--- src/rtl/rv32_pkg.sv ---
// Shared RV32I decode definitions: opcodes, opclass codes, field positions and
// the opcode-level decode helper used by the decode stage.
package rv32_pkg;

    localparam logic [6:0] OPCODE_OP     = 7'b0110011;
    localparam logic [6:0] OPCODE_OP_IMM = 7'b0010011;
    localparam logic [6:0] OPCODE_LOAD   = 7'b0000011;
    localparam logic [6:0] OPCODE_STORE  = 7'b0100011;
    localparam logic [6:0] OPCODE_BRANCH = 7'b1100011;
    localparam logic [6:0] OPCODE_JAL    = 7'b1101111;
    localparam logic [6:0] OPCODE_JALR   = 7'b1100111;
    localparam logic [6:0] OPCODE_LUI    = 7'b0110111;
    localparam logic [6:0] OPCODE_AUIPC  = 7'b0010111;
    localparam logic [6:0] OPCODE_SYSTEM = 7'b1110011;

    // Opclass 0 is reserved for the empty/reset ID/EX register.
    localparam logic [3:0] CLS_NONE    = 4'd0;
    localparam logic [3:0] CLS_ALU     = 4'd1;
    localparam logic [3:0] CLS_ALU_IMM = 4'd2;
    localparam logic [3:0] CLS_LOAD    = 4'd3;
    localparam logic [3:0] CLS_STORE   = 4'd4;
    localparam logic [3:0] CLS_BRANCH  = 4'd5;
    localparam logic [3:0] CLS_JAL     = 4'd6;
    localparam logic [3:0] CLS_JALR    = 4'd7;
    localparam logic [3:0] CLS_LUI     = 4'd8;
    localparam logic [3:0] CLS_AUIPC   = 4'd9;
    localparam logic [3:0] CLS_SYSTEM  = 4'd10;
    localparam logic [3:0] CLS_ILL     = 4'd15;

    localparam int RD_LSB   = 7;
    localparam int F3_LSB   = 12;
    localparam int RS1_LSB  = 15;
    localparam int RS2_LSB  = 20;
    localparam int F7B5_BIT = 30;

    typedef enum logic [2:0] {
        FMT_R,
        FMT_I,
        FMT_S,
        FMT_B,
        FMT_U,
        FMT_J
    } imm_fmt_e;

    typedef struct packed {
        logic [3:0] opclass;
        imm_fmt_e   fmt;
        logic       use_rs1;
        logic       use_rs2;
        logic       writes_rd;
        logic       illegal;
    } dec_t;

    function automatic dec_t decode_opcode(input logic [6:0] opcode);
        dec_t d;
        d.opclass   = CLS_ILL;
        d.fmt       = FMT_R;
        d.use_rs1   = 1'b0;
        d.use_rs2   = 1'b0;
        d.writes_rd = 1'b0;
        d.illegal   = 1'b0;
        case (opcode)
            OPCODE_OP:     begin d.opclass = CLS_ALU;     d.use_rs1 = 1'b1; d.use_rs2 = 1'b1; d.writes_rd = 1'b1; end
            OPCODE_OP_IMM: begin d.opclass = CLS_ALU_IMM; d.fmt = FMT_I; d.use_rs1 = 1'b1; d.writes_rd = 1'b1; end
            OPCODE_LOAD:   begin d.opclass = CLS_LOAD;    d.fmt = FMT_I; d.use_rs1 = 1'b1; d.writes_rd = 1'b1; end
            OPCODE_STORE:  begin d.opclass = CLS_STORE;   d.fmt = FMT_S; d.use_rs1 = 1'b1; d.use_rs2 = 1'b1; end
            OPCODE_BRANCH: begin d.opclass = CLS_BRANCH;  d.fmt = FMT_B; d.use_rs1 = 1'b1; d.use_rs2 = 1'b1; end
            OPCODE_JAL:    begin d.opclass = CLS_JAL;     d.fmt = FMT_J; d.writes_rd = 1'b1; end
            OPCODE_JALR:   begin d.opclass = CLS_JALR;    d.fmt = FMT_I; d.use_rs1 = 1'b1; d.writes_rd = 1'b1; end
            OPCODE_LUI:    begin d.opclass = CLS_LUI;     d.fmt = FMT_U; d.writes_rd = 1'b1; end
            OPCODE_AUIPC:  begin d.opclass = CLS_AUIPC;   d.fmt = FMT_U; d.writes_rd = 1'b1; end
            OPCODE_SYSTEM: begin d.opclass = CLS_SYSTEM;  d.fmt = FMT_I; d.use_rs1 = 1'b1; d.writes_rd = 1'b1; end
            default:       d.illegal = 1'b1;
        endcase
        return d;
    endfunction

endpackage

--- src/rtl/rv32_decode_stage_if.sv ---
// ID/EX output bus of the decode stage: registered instruction fields towards
// execute, with execute returning id_ready.
interface rv32_decode_stage_if;
    logic        id_valid;
    logic        id_ready;
    logic [31:0] id_pc;
    logic [31:0] id_op1;
    logic [31:0] id_op2;
    logic [31:0] id_imm;
    logic [4:0]  id_rd;
    logic [2:0]  id_funct3;
    logic        id_f7b5;
    logic [3:0]  id_opclass;
    logic        id_illegal;

    modport master (
        output id_valid, id_pc, id_op1, id_op2, id_imm, id_rd,
               id_funct3, id_f7b5, id_opclass, id_illegal,
        input  id_ready
    );

    modport slave (
        input  id_valid, id_pc, id_op1, id_op2, id_imm, id_rd,
               id_funct3, id_f7b5, id_opclass, id_illegal,
        output id_ready
    );
endinterface

--- src/rtl/rv32_imm_gen.sv ---
// Combinational RV32I immediate generator; takes instr[31:7] and the format
// selected by the opcode decode, returns the sign-extended immediate.
module rv32_imm_gen
    import rv32_pkg::*;
(
    input  logic [31:7] bits,
    input  imm_fmt_e    fmt,
    output logic [31:0] imm
);

    always_comb begin
        imm = '0;
        case (fmt)
            FMT_I:   imm = {{20{bits[31]}}, bits[31:20]};
            FMT_S:   imm = {{20{bits[31]}}, bits[31:25], bits[11:7]};
            FMT_B:   imm = {{19{bits[31]}}, bits[31], bits[7], bits[30:25], bits[11:8], 1'b0};
            FMT_U:   imm = {bits[31:12], 12'b0};
            FMT_J:   imm = {{11{bits[31]}}, bits[31], bits[19:12], bits[20], bits[30:21], 1'b0};
            default: imm = '0;
        endcase
    end

endmodule

--- src/rtl/rv32_decode_stage.sv ---
// RV32I decode stage: one-entry instruction slot feeding the ID/EX register.
// DECODE_FWD_EN enables ex/wb bypass; otherwise any pending write stalls.
module rv32_decode_stage
    import rv32_pkg::*;
#(
    parameter int          XLEN   = 32,
    parameter logic [31:0] RST_PC = 32'h0
) (
    input  logic            clk,
    input  logic            rst,
    input  logic            if_valid,
    output logic            if_ready,
    input  logic [XLEN-1:0] if_instr,
    input  logic [XLEN-1:0] if_pc,
    input  logic            flush,
    output logic [4:0]      rf_rs1,
    output logic [4:0]      rf_rs2,
    input  logic [XLEN-1:0] rf_rdata1,
    input  logic [XLEN-1:0] rf_rdata2,
    input  logic [4:0]      ex_rd,
    input  logic            ex_wen,
    input  logic            ex_is_load,
    input  logic [XLEN-1:0] ex_result,
    input  logic [4:0]      wb_rd,
    input  logic            wb_wen,
    input  logic [XLEN-1:0] wb_data,
    rv32_decode_stage_if.master idex
);

    logic        slot_full_reg;
    logic [31:0] slot_instr_reg;
    logic [31:0] slot_pc_reg;

    logic        id_valid_reg;
    logic [31:0] id_pc_reg;
    logic [31:0] id_op1_reg;
    logic [31:0] id_op2_reg;
    logic [31:0] id_imm_reg;
    logic [4:0]  id_rd_reg;
    logic [2:0]  id_funct3_reg;
    logic        id_f7b5_reg;
    logic [3:0]  id_opclass_reg;
    logic        id_illegal_reg;

    dec_t        dec;
    logic [31:0] imm;
    logic        stall;
    logic        advance;
    logic        id_free;

    assign dec = decode_opcode(slot_instr_reg[6:0]);

    rv32_imm_gen u_imm_gen (
        .bits (slot_instr_reg[31:7]),
        .fmt  (dec.fmt),
        .imm  (imm)
    );

    // Source 0 is rs1, source 1 is rs2; unused fields neither stall nor bypass.
    for (genvar gi = 0; gi < 2; gi++) begin : g_src
        logic [4:0]  rs;
        logic        used;
        logic [31:0] rf_val;
        logic [31:0] op_val;
        logic        hazard;

        assign rs     = slot_instr_reg[(gi == 0 ? RS1_LSB : RS2_LSB) +: 5];
        assign used   = (gi == 0) ? dec.use_rs1 : dec.use_rs2;
        assign rf_val = (gi == 0) ? rf_rdata1 : rf_rdata2;

`ifdef DECODE_FWD_EN
        always_comb begin
            op_val = rf_val;
            hazard = 1'b0;
            if (used) begin
                if (rs == 5'd0)
                    op_val = '0;
                else if (ex_wen && !ex_is_load && ex_rd == rs)
                    op_val = ex_result;
                else if (wb_wen && wb_rd == rs)
                    op_val = wb_data;
                hazard = ex_is_load && ex_wen && (rs != 5'd0) && (ex_rd == rs);
            end
        end
`else
        assign op_val = rf_val;
        assign hazard = used && (rs != 5'd0) &&
                        ((ex_wen && ex_rd == rs) || (wb_wen && wb_rd == rs));
`endif
    end

`ifndef DECODE_FWD_EN
    logic unused_fwd;
    assign unused_fwd = ^{ex_result, wb_data, ex_is_load};
`endif

    assign rf_rs1   = g_src[0].rs;
    assign rf_rs2   = g_src[1].rs;
    assign stall    = slot_full_reg && (g_src[0].hazard || g_src[1].hazard);
    assign id_free  = !id_valid_reg || idex.id_ready;
    assign advance  = slot_full_reg && id_free && !stall && !flush;
    assign if_ready = !slot_full_reg || advance;

    // Flush wins over capture, so an instruction offered in the flush cycle is dropped.
    always_ff @(posedge clk) begin
        if (rst) begin
            slot_full_reg  <= 1'b0;
            slot_instr_reg <= '0;
            slot_pc_reg    <= '0;
        end else if (flush) begin
            slot_full_reg  <= 1'b0;
        end else if (if_valid && if_ready) begin
            slot_full_reg  <= 1'b1;
            slot_instr_reg <= if_instr;
            slot_pc_reg    <= if_pc;
        end else if (advance) begin
            slot_full_reg  <= 1'b0;
        end
    end

    always_ff @(posedge clk) begin
        if (rst) begin
            id_valid_reg   <= 1'b0;
            id_pc_reg      <= RST_PC;
            id_op1_reg     <= '0;
            id_op2_reg     <= '0;
            id_imm_reg     <= '0;
            id_rd_reg      <= '0;
            id_funct3_reg  <= '0;
            id_f7b5_reg    <= 1'b0;
            id_opclass_reg <= CLS_NONE;
            id_illegal_reg <= 1'b0;
        end else if (flush) begin
            id_valid_reg   <= 1'b0;
        end else if (advance) begin
            id_valid_reg   <= 1'b1;
            id_pc_reg      <= slot_pc_reg;
            id_op1_reg     <= g_src[0].op_val;
            id_op2_reg     <= g_src[1].op_val;
            id_imm_reg     <= imm;
            id_rd_reg      <= dec.writes_rd ? slot_instr_reg[RD_LSB +: 5] : 5'd0;
            id_funct3_reg  <= slot_instr_reg[F3_LSB +: 3];
            id_f7b5_reg    <= slot_instr_reg[F7B5_BIT];
            id_opclass_reg <= dec.opclass;
            id_illegal_reg <= dec.illegal;
        end else if (idex.id_ready) begin
            id_valid_reg   <= 1'b0;
        end
    end

    assign idex.id_valid   = id_valid_reg;
    assign idex.id_pc      = id_pc_reg;
    assign idex.id_op1     = id_op1_reg;
    assign idex.id_op2     = id_op2_reg;
    assign idex.id_imm     = id_imm_reg;
    assign idex.id_rd      = id_rd_reg;
    assign idex.id_funct3  = id_funct3_reg;
    assign idex.id_f7b5    = id_f7b5_reg;
    assign idex.id_opclass = id_opclass_reg;
    assign idex.id_illegal = id_illegal_reg;

endmodule

--- src/flat_wrapper.sv ---
// flat-port wrapper written by rule: the top's interface ports become plain ports
module rv32_decode_stage_flat import rv32_pkg::*;
#(
    parameter int          XLEN   = 32,
    parameter logic [31:0] RST_PC = 32'h0
)
  (clk, rst, if_valid, if_ready, if_instr, if_pc, flush, rf_rs1, rf_rs2, rf_rdata1, rf_rdata2, ex_rd, ex_wen, ex_is_load, ex_result, wb_rd, wb_wen, wb_data, idex_id_valid, idex_id_pc, idex_id_op1, idex_id_op2, idex_id_imm, idex_id_rd, idex_id_funct3, idex_id_f7b5, idex_id_opclass, idex_id_illegal, idex_id_ready);
  rv32_decode_stage_if idex_i ();
  input  logic clk;
  input  logic rst;
  input  logic if_valid;
  output logic if_ready;
  input  logic [XLEN-1:0] if_instr;
  input  logic [XLEN-1:0] if_pc;
  input  logic flush;
  output logic [4:0] rf_rs1;
  output logic [4:0] rf_rs2;
  input  logic [XLEN-1:0] rf_rdata1;
  input  logic [XLEN-1:0] rf_rdata2;
  input  logic [4:0] ex_rd;
  input  logic ex_wen;
  input  logic ex_is_load;
  input  logic [XLEN-1:0] ex_result;
  input  logic [4:0] wb_rd;
  input  logic wb_wen;
  input  logic [XLEN-1:0] wb_data;
  output wire logic [$bits(idex_i.id_valid)-1:0] idex_id_valid;
  output wire logic [$bits(idex_i.id_pc)-1:0] idex_id_pc;
  output wire logic [$bits(idex_i.id_op1)-1:0] idex_id_op1;
  output wire logic [$bits(idex_i.id_op2)-1:0] idex_id_op2;
  output wire logic [$bits(idex_i.id_imm)-1:0] idex_id_imm;
  output wire logic [$bits(idex_i.id_rd)-1:0] idex_id_rd;
  output wire logic [$bits(idex_i.id_funct3)-1:0] idex_id_funct3;
  output wire logic [$bits(idex_i.id_f7b5)-1:0] idex_id_f7b5;
  output wire logic [$bits(idex_i.id_opclass)-1:0] idex_id_opclass;
  output wire logic [$bits(idex_i.id_illegal)-1:0] idex_id_illegal;
  input wire logic [$bits(idex_i.id_ready)-1:0] idex_id_ready;
  assign idex_id_valid = idex_i.id_valid;
  assign idex_id_pc = idex_i.id_pc;
  assign idex_id_op1 = idex_i.id_op1;
  assign idex_id_op2 = idex_i.id_op2;
  assign idex_id_imm = idex_i.id_imm;
  assign idex_id_rd = idex_i.id_rd;
  assign idex_id_funct3 = idex_i.id_funct3;
  assign idex_id_f7b5 = idex_i.id_f7b5;
  assign idex_id_opclass = idex_i.id_opclass;
  assign idex_id_illegal = idex_i.id_illegal;
  assign idex_i.id_ready = idex_id_ready;
  rv32_decode_stage #(.XLEN(XLEN), .RST_PC(RST_PC)) u_core (.clk(clk), .rst(rst), .if_valid(if_valid), .if_ready(if_ready), .if_instr(if_instr), .if_pc(if_pc), .flush(flush), .rf_rs1(rf_rs1), .rf_rs2(rf_rs2), .rf_rdata1(rf_rdata1), .rf_rdata2(rf_rdata2), .ex_rd(ex_rd), .ex_wen(ex_wen), .ex_is_load(ex_is_load), .ex_result(ex_result), .wb_rd(wb_rd), .wb_wen(wb_wen), .wb_data(wb_data), .idex(idex_i));
endmodule
--- config.mk ---
export PLATFORM = sky130hd
export DESIGN_NAME = rv32_decode_stage_flat
export DESIGN_NICKNAME = d
export VERILOG_FILES = /design/src/rtl/rv32_pkg.sv /design/src/rtl/rv32_decode_stage_if.sv /design/src/rtl/rv32_imm_gen.sv /design/src/rtl/rv32_decode_stage.sv /design/src/flat_wrapper.sv
export SDC_FILE = /design/constraint.sdc
export NUM_CORES = 1
export LEC_CHECK = 0
export ABC_CLOCK_PERIOD_IN_PS = 2350
export BUFFER_PORTS_ARGS = -buffer_cell sky130_fd_sc_hd__buf_2
export CAP_MARGIN = 20
export CORE_UTILIZATION = 35
export CTS_CLUSTER_DIAMETER = 80
export DETAILED_ROUTE_END_ITERATION = 10
export PLACE_DENSITY = 0.71
export SETUP_SLACK_MARGIN = 0.15
export SYNTH_ARGS = -nofsm -noshare
export SYNTH_HDL_FRONTEND = slang
export SYNTH_SLANG_ARGS = --single-unit
--- constraint.sdc ---
create_clock -name clk -period 2.35 [get_ports clk]
set_input_delay 0.3525 -clock clk [delete_from_list [all_inputs] [get_ports clk]]
set_output_delay 0.3525 -clock clk [all_outputs]
set_load 0.01 [all_outputs]
==> results.tsv, run 1 <==
metric	value	unit
Final period util	1.03	
share of flip-flops with an asynchronous set or reset	0	
total die area	25800	sq um
fmax	414	MHz
EDFF count, synth	0	
I/O Buffers	298	
max-capacitance violation count	0	
global-route wire length before repair	42.1	mm
final setup margin	-0.0651	ns
max incr delay on CP	0.37	ns
Seq cells post-synth	208	
Data required, critical path	2.00	ns
DP Wirelength	16.7	mm
fraction of layout cells with a size suffix above 1	0.424	
Crit. End Element	output pin	
simple logic cell fraction of the synthesized area	0.252	
Syn. warnings	0	
Mapped Nets	1216	
fillcell total	2193	
worst-skew pair later-pin latency	0.50	ns
CTS tree	built	
worst hold slack	0.0742	ns
crit-path max FO	4	
multiplexer area fraction after synthesis	0.0728	
drt via density	4.92	
hold-critical path depth	2	
Post-Synth XOR/XNOR Area	0.0199	
final setup fails	2	
RSZ-0062 raised after global routing	yes	
Syn Area/Cell	8.74	sq um
Root Buffer	clkbuf_16	
CP max-delay cell	dfxtp_4	
worst reg2reg path endpoint	u_core.slot_pc_reg[9]	
power per standard cell area	632	nW/um^2
register area share after synthesis	0.473	
slew at the pin closest to its max-slew limit	0.599	ns
GPL Wtd Cong	0.875	
Ports	364	
area of the core	24500	sq um
row count	57	
Yosys top cell by area	dfxtp_1	
most numerous cell in the Yosys netlist	nand2_1	
Hold Path Origin	flush	
synthesized area	8790	sq um
Syn Inst Count	1006	
# H-tree levels	1	
initial antenna violation count	0	
ant diodes	0	
Setup TNS Final	-0.0798	ns
gr ovfl total	0	
Die Wd	161	microns
Initial Util	0.360	
area grow syn2layout	48.8	%
Final nets	1547	
vias in the first global route	7761	
Worst slew margin	0.601	
WL final	29.6	mm
outcome	finished, violations left	
Final Slew Violations	0	
adder-cell share of the synthesized area	0	
Hold Fails Final Rpt	0	
Hold Crit Class	in2reg	
CP top delay family	compound AO/OA/AOI/OAI gates	
RR Startpoint	u_core.slot_instr_reg[15]	
ANT nets after route	0	
Via Count	8228	
R2R Setup Slk	-0.01	ns
post-route cell area	13100	sq um
main combinational cell family by area after synthesis	simple AND/OR/NAND/NOR gates	
GRT Util Overall	0.205	
Bufs and invs on worst path	2	
Cell Area, Placed	10600	sq um
WL/cell	17.7	microns
Synth top area share	0.473	
Setup Skew	0.0163	ns
synth cell count leaders	nand2_1 (228), dfxtp_1 (208), nand2b_1 (130)	
Clock Tree Buf Depth	3	
r2r worst-path depth	12	
Pre-antenna DRT Iters	7	
Cell Chain, Critical Path	buf_4, xor2_2, nor4_2, a32oi_2, o221ai_4, nand2_2, buf_6	
Worst EP arrival	2.06	ns
clock sink count	208	
post-synth cell types	50	
WHS Endpoint	u_core.idex.id_valid	
P_leak	5.59	nW
clock buffer count from CTS	23	
top_reg_cell synth	dfxtp_1	
critical path class	reg2out	
clock transition at the registers of the reported paths	0.06	ns
DR iter-0 viols	476	
maximum vdd drop	0.487	mV
crit start category	flip-flop	
post-synthesis compound-gate area fraction	0.119	
Final min period	2.42	ns
DRC Markers	0	
Die Ht	161	microns
violated checks	negative setup slack	
Area contributors post-synth	dfxtp_1 (47%), nand2_1 (9.7%), nand2b_1 (9.2%)	
largest net degree at the start of global routing	76	
==> layout by cell type, fill, tap and decap left out, drive strengths merged, types with 2 or more instances in the layout <==
cell type  count
xor2          16
or4            2
nor3          15
dfxtp        208
a221oi         4
inv            2
nand3b         3
nor4           6
a21oi        116
buf          385
bufinv         2
and2           3
nand2b       130
nand3          8
a31o           5
nor2          37
a32oi          3
mux2i         64
o211ai         2
nor3b          6
nand2        238
a211oi        20
clkinv         3
o22ai          2
xnor2          4
o21ai          7
nor2b          3
a311oi         3
clkbuf        40
o31ai          2
==> cell type report <==
class	instances	area, sq um	area share
well taps	324	405	0.0310
repair buffers	392	3070	0.234
multi-input cells	710	4680	0.357
inverters	2	7.51	0.000574
flip-flops and latches	208	4190	0.320
clock inverters	5	75.1	0.00574
clock buffers	33	663	0.0507
==> worst max path at each step <==
stage | start | to | cells past startpoint
6_report | u_core.slot_instr_reg[15] | if_ready | 7
3_3_place_gp | u_core.slot_instr_reg[23] | u_core.slot_pc_reg[31] | 7
2_1_floorplan | u_core.slot_instr_reg[4] | if_ready | 8
5_1_grt | u_core.slot_instr_reg[15] | if_ready | 7
3_5_place_dp | u_core.slot_instr_reg[23] | u_core.slot_pc_reg[25] | 7
4_1_cts | u_core.slot_instr_reg[22] | if_ready | 6
==> logic make-up (layout without fill, tap and decap cells) <==
| kind of cell | after synthesis | after routing |
|---|---|---|
| buffers and inverters | 88 | 432 |
| AND/OR/NAND/NOR | 456 | 456 |
| AO/OA/AOI/OAI | 170 | 170 |
| flip-flops | 208 | 208 |
| XOR/XNOR | 20 | 20 |
| multiplexers | 64 | 64 |
==> routing by layer <==
layer	vias to the layer above	share of wire	GRT usage	routed length, microns
li1	3994	-	-	-
met1	3861	0.41	0.253	12100
met2	315	0.50	0.353	14700
met3	58	0.070	0.0491	2070
met4	0	0.025	0.0628	746
met5	-	0	0	0
==> power by group <==
part	total, mW	leakage [nW]	switching (mW)	internal, mW
clock	3.57	0.365	1.41	2.16
sequential	3.71	1.70	0.0794	3.63
combinational	0.989	3.53	0.498	0.491
==> stage by stage <==
stage	util	total power [mW]	cells	setup slack, ns
after global placement	0.433	4.50	1579	0.00160
after detailed placement	0.433	4.51	1579	-0.0548
after floorplan	-	4.21	1006	0.276
after global routing	0.535	8.58	1674	-0.124
after CTS	0.512	8.26	1654	-0.0562
final	0.535	8.27	1674	-0.0651
==> what timing repair did <==
item / CTS / global route
setup endpoints to repair: 192 / 206
pin swaps: 83 / 16
setup buffers: 21 / 11
hold buffers: 0 / 0
resized for setup: 149 / 54
gates cloned: 16 / 9
endpoints found under the hold margin: 0 / 0
No activity file was read; power rests on OpenSTA's default activity.
==> run 2, diff against run 1 <==
CORE_MARGIN = 4   (was unset)
CTS_BUF_LIST = sky130_fd_sc_hd__clkbuf_16   (was unset)
==> results.tsv, run 2 (synthesized netlist as in run 1, its figures left out) <==
metric	value	unit
maximum vdd drop	0.389	mV
Crit. End Element	output pin	
Clk pwr share	0.423	
GPL Wtd Cong	0.881	
max-capacitance violation count	0	
Root Buffer	clkbuf_16	
Worst slew margin	0.342	
fillcell total	2264	
multi-input gate area in the final layout	4400	sq um
initial antenna violation count	3	
Pre-antenna DRT Iters	7	
area grow syn2layout	42.1	%
Clock Tree Buf Depth	3	
Final min period	2.54	ns
Flop pwr share	0.465	
Cell Area, Placed	10700	sq um
Via Count	8148	
Final nets	1544	
commonest non-fill, non-tap cell in the layout	buf_2	
Ports	364	
clock sink count	208	
violated checks	negative setup slack	
DRC Markers	0	
global-route wire length before repair	40.4	mm
Die Wd	167	microns
clock transition at the registers of the reported paths	0.06	ns
slew at the pin closest to its max-slew limit	0.987	ns
final setup fails	115	
post-route cell area	12500	sq um
CTS tree	built	
RSZ-0062 raised after global routing	yes	
Die Ht	167	microns
Setup TNS Final	-5.58	ns
power per standard cell area	639	nW/um^2
post-layout util	0.510	
Switch Pwr	1.93	mW
Final period util	1.08	
worst-skew pair later-pin latency	0.51	ns
fraction of layout cells with a size suffix above 1	0.386	
WL final	27.8	mm
total die area	27700	sq um
Initial Util	0.358	
DP Wirelength	17.8	mm
most frequent cells in the layout	buf_2 (296), nand2_1 (223), dfxtp_1 (199)	
gr ovfl total	0	
Hold Crit Class	in2reg	
largest net degree at the start of global routing	86	
I/O Buffers	298	
WL/cell	16.6	microns
Data required, critical path	2.00	ns
Seq. cell area	4180	sq um
P_leak	5.30	nW
crit-path max FO	5	
# H-tree levels	1	
Worst EP arrival	2.18	ns
GRT Util Overall	0.174	
final setup margin	-0.186	ns
crit start category	flip-flop	
drt via density	4.87	
combinational share of power	0.112	
Post-CTS Hold Buffers	0	
vias in the first global route	7554	
fmax	394	MHz
area of the core	24500	sq um
Hold Fails Final Rpt	0	
Switching Share	0.241	
DR iter-0 viols	504	
ANT nets after route	0	
row count	57	
clock buffer count from CTS	23	
outcome	finished, violations left	
Int Pwr	6.06	mW
critical path class	reg2out	
Setup Skew	0.0107	ns
Final Slew Violations	0	
-- run 2: changes by cell type in the layout (fill, tap and decap cells not counted), sizes merged --
cell / previous run / this run
buf: 385 / 380
clkbuf: 40 / 32
clkinv: 3 / 7
clkinvlp: 0 / 1
diode: 0 / 1
inv: 2 / 7
-- run 2: stage by stage --
step / hold slack, ns / setup slack [ns] / total power [mW] / instances
finish: 0.0530 / -0.186 / 7.99 / 1672
global route: 0.0480 / -0.272 / 8.31 / 1672
CTS: 0.0354 / -0.260 / 8.00 / 1645
detailed placement: 0.444 / -0.0660 / 4.53 / 1589
global placement: 0.437 / 0.0241 / 4.52 / 1589
floorplan: 0.432 / 0.276 / 4.21 / 1006
-- run 2: layout make-up --
cell class / instances / area share
timing repair buffer: 389 / 0.225
tap: 324 / 0.0324
clock buffer: 23 / 0.0460
multi-input combinational: 710 / 0.352
sequential: 208 / 0.334
clock inverter: 15 / 0.00951
inverter: 2 / 0.000601
antenna: 1 / 0.000200
-- run 2: worst paths after layout --
kind | start | end | slack [ns] | cells past startpoint
worst min register to register | u_core.slot_pc_reg[25] | u_core.idex.id_pc[25] | 0.45 | 2
worst min-delay path | flush | u_core.idex.id_valid | 0.05 | 2
worst max-delay path | u_core.slot_instr_reg[22] | if_ready | -0.19 | 9
worst max register to register | u_core.slot_instr_reg[23] | u_core.idex.id_pc[2] | -0.15 | 13
-- run 2: what timing repair did --
| action | CTS | global route |
|---|---|---|
| buffers inserted | 11 | 15 |
| setup endpoints to repair | 197 | 208 |
| resized for setup | 44 | 63 |
| cloned | 7 | 11 |
| endpoints found under the hold margin | 0 | 0 |
| pin swaps | 24 | 13 |
-- run 2: power by group through the flow --
stage	combinational [mW]	clock (mW)	sequential, mW
final	0.896	3.38	3.71
after detailed placement	0.745	0	3.78
after global routing	0.971	3.62	3.72
after CTS	0.819	3.47	3.71
after global placement	0.736	0	3.78
after floorplan	0.415	0	3.80
-- run 2: layer usage --
metal	part of all wire	GRT usage	routed length (microns)	vias up
met2	0.47	0.287	12900	329
li1	-	-	-	3988
met1	0.43	0.227	11900	3768
met3	0.074	0.0450	2060	59
met5	0.00072	0	20	-
met4	0.032	0.0491	901	4
-- run 2: worst max-delay path: stages (launching register included) --
cell and delay (ns):
dfxtp_2 0.32, buf_6 0.13, xor2_2 0.14, nor4_2 0.24, a32oi_1 0.17, buf_4 0.18
o221ai_4 0.17, buf_12 0.15, nand2_4 0.05, buf_6 0.13
